===== src/rtl/rvv_pkg.sv =====
// Shared definitions for the vector instruction issue path: opcode fields,
// configuration-instruction detection and the serialisation FSM states.
package rvv_pkg;

  localparam logic [6:0] OPC_VECTOR = 7'b1010111;
  localparam logic [2:0] FUNCT3_CFG = 3'b111;

  typedef enum logic [1:0] {
    RUN,
    DRAIN,
    ISSUE_CFG,
    HOLD
  } rvv_state_e;

  // vsetvli / vsetivli / vsetvl share the vector opcode with funct3 = 111.
  function automatic logic is_cfg_insn(input logic [14:0] insn);
    return (insn[6:0] == OPC_VECTOR) && (insn[14:12] == FUNCT3_CFG);
  endfunction

endpackage


===== src/rtl/rvv_sync_fifo.sv =====
// Synchronous FIFO with registered count/empty/full; a push is refused when
// full even if a pop happens in the same cycle. Head reads as 0 when empty.
module rvv_sync_fifo #(
  parameter int WIDTH = 32,
  parameter int DEPTH = 8,
  parameter int CNT_W = $clog2(DEPTH + 1)
) (
  input  logic             clk,
  input  logic             rst,
  input  logic             push,
  input  logic [WIDTH-1:0] wdata,
  input  logic             pop,
  output logic [WIDTH-1:0] rdata,
  output logic [CNT_W-1:0] count,
  output logic             empty,
  output logic             full
);

  localparam int PTR_W = $clog2(DEPTH);

  logic [WIDTH-1:0] mem [DEPTH];
  logic [PTR_W-1:0] wr_ptr;
  logic [PTR_W-1:0] rd_ptr;
  logic [CNT_W-1:0] cnt;
  logic [CNT_W-1:0] cnt_nxt;
  logic             empty_q;
  logic             full_q;
  logic             do_push;
  logic             do_pop;

  assign do_push = push && !full_q;
  assign do_pop  = pop && !empty_q;

  always_comb begin
    cnt_nxt = cnt;
    case ({do_push, do_pop})
      2'b10:   cnt_nxt = cnt + CNT_W'(1);
      2'b01:   cnt_nxt = cnt - CNT_W'(1);
      default: cnt_nxt = cnt;
    endcase
  end

  // Pointers wrap naturally because DEPTH is a power of two.
  always_ff @(posedge clk) begin
    if (!rst) begin
      wr_ptr  <= '0;
      rd_ptr  <= '0;
      cnt     <= '0;
      empty_q <= 1'b1;
      full_q  <= 1'b0;
    end else begin
      if (do_push) wr_ptr <= wr_ptr + PTR_W'(1);
      if (do_pop)  rd_ptr <= rd_ptr + PTR_W'(1);
      cnt     <= cnt_nxt;
      empty_q <= (cnt_nxt == '0);
      full_q  <= (cnt_nxt == CNT_W'(DEPTH));
    end
  end

  always_ff @(posedge clk) begin
    if (do_push) mem[wr_ptr] <= wdata;
  end

  assign rdata = empty_q ? '0 : mem[rd_ptr];
  assign count = cnt;
  assign empty = empty_q;
  assign full  = full_q;

endmodule


===== src/rtl/rvv_insn_queue.sv =====
// Vector instruction issue queue: in-order FIFO plus an FSM that holds
// configuration instructions until the vector pipeline is idle.
// Optional same-cycle bypass on an empty queue: RVV_INSN_QUEUE_BYPASS_EN.
module rvv_insn_queue
  import rvv_pkg::*;
#(
  parameter int INSN_WIDTH = 32,
  parameter int DEPTH      = 8,
  parameter int CNT_W      = $clog2(DEPTH + 1)
) (
  input  logic                  clk,
  input  logic                  rst,
  input  logic                  in_valid,
  input  logic [INSN_WIDTH-1:0] in_insn,
  output logic                  in_ready,
  output logic                  out_valid,
  output logic [INSN_WIDTH-1:0] out_insn,
  input  logic                  out_ready,
  input  logic                  rvv_idle,
  output logic [CNT_W-1:0]      count,
  output logic                  empty,
  output logic                  full
);

  rvv_state_e            state;
  rvv_state_e            state_nxt;
  logic [INSN_WIDTH-1:0] head;
  logic                  fifo_empty;
  logic                  fifo_full;
  logic                  head_cfg;
  logic                  queue_valid;
  logic                  bypass;
  logic                  fifo_push;
  logic                  fifo_pop;

  assign head_cfg = !fifo_empty && is_cfg_insn(head[14:0]);

`ifdef RVV_INSN_QUEUE_BYPASS_EN
  assign bypass = fifo_empty && (state == RUN) && in_valid && out_ready &&
                  !is_cfg_insn(in_insn[14:0]);
`else
  assign bypass = 1'b0;
`endif

  // HOLD adds one dead cycle after a config issue so a lagging idle flag
  // cannot let the next instruction slip past the configuration change.
  always_comb begin
    state_nxt   = state;
    queue_valid = 1'b0;
    case (state)
      RUN: begin
        queue_valid = !fifo_empty && !head_cfg;
        if (head_cfg) state_nxt = DRAIN;
      end
      DRAIN: begin
        if (rvv_idle) state_nxt = ISSUE_CFG;
      end
      ISSUE_CFG: begin
        queue_valid = 1'b1;
        if (out_ready) state_nxt = HOLD;
      end
      HOLD: begin
        state_nxt = RUN;
      end
      default: begin
        state_nxt = RUN;
      end
    endcase
  end

  always_ff @(posedge clk) begin
    if (!rst) state <= RUN;
    else      state <= state_nxt;
  end

  assign fifo_push = in_valid && !fifo_full && !bypass;
  assign fifo_pop  = queue_valid && out_ready;

  rvv_sync_fifo #(
    .WIDTH (INSN_WIDTH),
    .DEPTH (DEPTH),
    .CNT_W (CNT_W)
  ) u_fifo (
    .clk   (clk),
    .rst   (rst),
    .push  (fifo_push),
    .wdata (in_insn),
    .pop   (fifo_pop),
    .rdata (head),
    .count (count),
    .empty (fifo_empty),
    .full  (fifo_full)
  );

  assign in_ready  = !fifo_full;
  assign out_valid = queue_valid || bypass;
  assign out_insn  = bypass ? in_insn : head;
  assign empty     = fifo_empty;
  assign full      = fifo_full;

endmodule

===== config.mk =====
export PLATFORM = sky130hd
export DESIGN_NAME = rvv_insn_queue
export DESIGN_NICKNAME = d
export VERILOG_FILES = /design/src/rtl/rvv_pkg.sv /design/src/rtl/rvv_sync_fifo.sv /design/src/rtl/rvv_insn_queue.sv
export SDC_FILE = /design/constraint.sdc
export NUM_CORES = 1
export LEC_CHECK = 0
export ABC_AREA = 1
export CAP_MARGIN = 20
export CORE_UTILIZATION = 40
export CTS_CLUSTER_SIZE = 10
export DETAILED_ROUTE_END_ITERATION = 16
export SLEW_MARGIN = 30
export SYNTH_ARGS = -nofsm -noshare
export SYNTH_HDL_FRONTEND = slang
export SYNTH_HIERARCHICAL = 1
export SYNTH_SLANG_ARGS = --single-unit

===== constraint.sdc =====
create_clock -name clk -period 2.9 [get_ports clk]
set_input_delay 0.435 -clock clk [delete_from_list [all_inputs] [get_ports clk]]
set_output_delay 0.435 -clock clk [all_outputs]
set_load 0.05 [all_outputs]

==> results.cfg, run 1 <==
[run_status]
status = complete, but fails checks
violations = setup timing

[worst_setup_path]
worstSetupPathType = flop to flop
crit_family = simple AND/OR/NAND/NOR gates
slowest_stage = dfxtp_4
cp.required_ns = 3.34
worstPathArrival_ns = 3.54
r2r-end = u_fifo/empty$_SDFF_PN1_
cp-endpoint = u_fifo/empty$_SDFF_PN1_
r2r_slack_ns = -0.20
cp.depth = 23
crit_path_start_kind = flop
slowest_delay_ns = 0.34
ff2ff_path_depth = 23
setup.worst_path.end_class = flop
crit_path_max_fanout = 8
path_buf_inv = 7
crit_chain = buf_4 > buf_4 > o21ai_0 > o32ai_2 > o21ai_2 > nor2_4 > inv_2 > nand2_2 > nor2_4 > nand3_2 > nand3_2 > a21boi_1 > inv_1 > nor2_4 > buf_4 > buf_6 > ha_4 > xor2_2 > nand2_1 > nand3b_1 > nand2_1 > inv_1 > a21oi_2

[cells_and_area]
antenna_cells = 0
layout_commonest_cell = edfxtp_1
fillCellCount = 2282
layout.nets = 1086
multi_input_area_um2 = 3090
area_growth_pct = 29.1
final_util_pct = 52.9
seqCellArea_um2 = 8040
final_cell_mix = 256 x edfxtp_1, 240 x nor2_1, 110 x buf_4, 61 x o21ai_0, 43 x clkdlybuf4s50_1
drive_gt1_share_pct = 26.5

[sta]
finalSetupViolations = 4
max_freq_mhz = 323
slew_violations = 0
period_share_pct = 107
layout_min_cycle_time_ns = 3.10
tightestPinTransition_ns = 0.503
fin_setup_tns_ns = -0.488
skew_ns = 0.0126
hold_viol_final = 0
timing.final.ws_setup_ns = -0.196
holdWs_ns = 0.485
slew_headroom_pct = 66.3
rsz0062_at_grt = true

[clock_network]
cts_root_buf = clkbuf_16
hold_buffers = 0
insertion_delay_ns = 0.51
clk_pin_slew_worst_paths_ns = 0.06
numCtsBuffers = 34
clk_path_buf_depth = 3
cts_sinks = 273
cts.htree.levels = 2
cts_tree = done

[routing]
drtIter0Drc = 611
viasPerCell = 5.29
routed_wirelength_um = 25700
first_pass_iters = 5
wire_per_inst_um = 18.4
vias = 7407
drc = 0
ant_nets = 0

[place]
gp_routability_congestion = 0.755
place_hpwl_um = 14600
port_buffers = 76
place_ws_ns = -0.266

[flow_run]
cap_viol_max_count = 0

[yosys]
async_reset_ff_share_pct = 0
seq_area_frac_synth_pct = 72.5
synth_nets = 925
synth-edff-count = 256
ys_ff_latch = 273
synth-main-ff-cell = edfxtp_1
yosysWarnings = 6
syn_inst = 880
avgSynthCellArea_um2 = 12.6
syn-cell-area_um2 = 11100
synthDistinctLibCells = 27

[pwr]
finalPower_w = 0.0141
p_per_area_nw_per_um2 = 983
power_leakage_nw = 5.01
peakVddDrop_uv = 715

[floorplanning]
die-area_um2 = 28300
io_pins = 77
core_um2 = 27000
start_util_pct = 41.0
placementRows = 60
die_h_um = 168
fp.dieW_um = 168

[global_route]
grt_usage_pct = 18.2
antenna_found_initial = 0
grt_pass1_wl_um = 39700
grt_max_degree = 37
grt_pass1_vias = 7288
gr-total-overflow = 0

[worst_hold_path]
hp-class = flop to flop
[flip-flops by register name, indices dropped and copies added, names as in the netlist, named ones only]
signal,cells
u_fifo/mem,256
u_fifo/count,4
u_fifo/rd_ptr,3
u_fifo/wr_ptr,3
state,2
u_fifo/empty,1
u_fifo/full,1
[through the flow]
stage               instance area, um^2  cells
floorplan                         11200    880
global placement                  12700   1314
CTS                               14000   1390
finish                            14300   1399
global route                      14300   1399
detailed placement                12700   1314
[report_power, final]
group | total (W) | internal, W | switching, W
Clock | 0.00369 | 0.00218 | 0.00151
Combinational | 0.00546 | 0.00206 | 0.00339
Sequential | 0.00491 | 0.00476 | 0.000150
[cell type report]
type	instances	area share (%)
inverters	35	1.01
repair buffers	177	11.5
clock inverters	6	0.341
multi-input cells	520	21.6
flip-flops and latches	273	56.2
clock buffers	47	6.36
well taps	341	2.98
[cell families (layout without fill, tap and decap cells)]
group           count (synthesis)  in the layout  share of synthesized area (%)
compound gates                179            179                           11.0
buf+inv                        87            265                           3.82
xor+xnor                        2              2                          0.158
simple gates                  331            331                           11.6
fa+ha+maj                       8              8                          0.904
flops                         273            273                           72.5
[cells in the mapped netlist (2+ instances only)]
master / n / area [um^2]
a21oi_1: 12 / 60.1
buf_2: 14 / 70.1
buf_4: 3 / 22.5
buf_6: 9 / 101
clkbuf_1: 25 / 93.8
dfxtp_1: 17 / 340
edfxtp_1: 256 / 7690
ha_1: 8 / 100
inv_1: 32 / 120
inv_2: 3 / 11.3
nand2_1: 32 / 120
nand2_2: 2 / 12.5
nand3_1: 13 / 65.1
nor2_1: 279 / 1050
nor2_2: 2 / 12.5
o21ai_0: 72 / 360
o21ai_1: 29 / 145
o32ai_1: 54 / 473
o32ai_2: 10 / 163
[repair_timing]
item / 4_1_cts / 5_1_grt
setup buffers: 22 / 10
gates resized for setup: 44 / 60
setup endpoints to repair: 5 / 10
pin swaps: 25 / 39
gates cloned: 1 / 0
[routing by layer]
metal | vias up | global-route usage, % | routed length, um
met5 | - | 0 | 0
met4 | 0 | 5.14 | 486
met3 | 38 | 2.89 | 1220
met2 | 217 | 30.5 | 12600
met1 | 3645 | 24.5 | 11400
li1 | 3507 | - | -
[how the worst min path moves through the flow]
| stage | slack [ns] | end | depth (start not counted) | from |
|---|---|---|---|---|
| after detailed placement | 0.47 | u_fifo/rd_ptr[2]$_SDFFE_PN0P_ | 2 | u_fifo/rd_ptr[2]$_SDFFE_PN0P_ |
| after floorplan | 0.44 | flop | 2 | u_fifo/rd_ptr[2]$_SDFFE_PN0P_ |
| final | 0.49 | u_fifo/wr_ptr[0]$_SDFFE_PN0P_ | 2 | u_fifo/wr_ptr[0]$_SDFFE_PN0P_ |
| after global routing | 0.51 | u_fifo/wr_ptr[0]$_SDFFE_PN0P_ | 2 | u_fifo/wr_ptr[0]$_SDFFE_PN0P_ |
| after CTS | 0.48 | u_fifo/rd_ptr[2]$_SDFFE_PN0P_ | 2 | u_fifo/rd_ptr[2]$_SDFFE_PN0P_ |
| after global placement | 0.45 | u_fifo/rd_ptr[2]$_SDFFE_PN0P_ | 2 | u_fifo/rd_ptr[2]$_SDFFE_PN0P_ |
[worst reg2reg max path: stages (launching register included)]
cell and delay, ns:
dfxtp_4 0.34, buf_4 0.13, buf_4 0.16, o21ai_0 0.23, o32ai_2 0.14, o21ai_2 0.19
nor2_4 0.06, inv_2 0.05, nand2_2 0.06, nor2_4 0.12, nand3_2 0.10, nand3_2 0.09
a21boi_1 0.06, inv_1 0.09, nor2_4 0.06, buf_4 0.13, buf_6 0.11, ha_4 0.29
xor2_2 0.15, nand2_1 0.07, nand3b_1 0.17, nand2_1 0.07, inv_1 0.05, a21oi_2 0.09
Note: power is estimated with default switching activity, not from simulation.
==> run 2, diff against run 1 <==
ABC_CLOCK_PERIOD_IN_PS = 2900   (was not set)
==> results of run 2 <==
The final DEF is identical to that of run 1; final timing and power are the same.
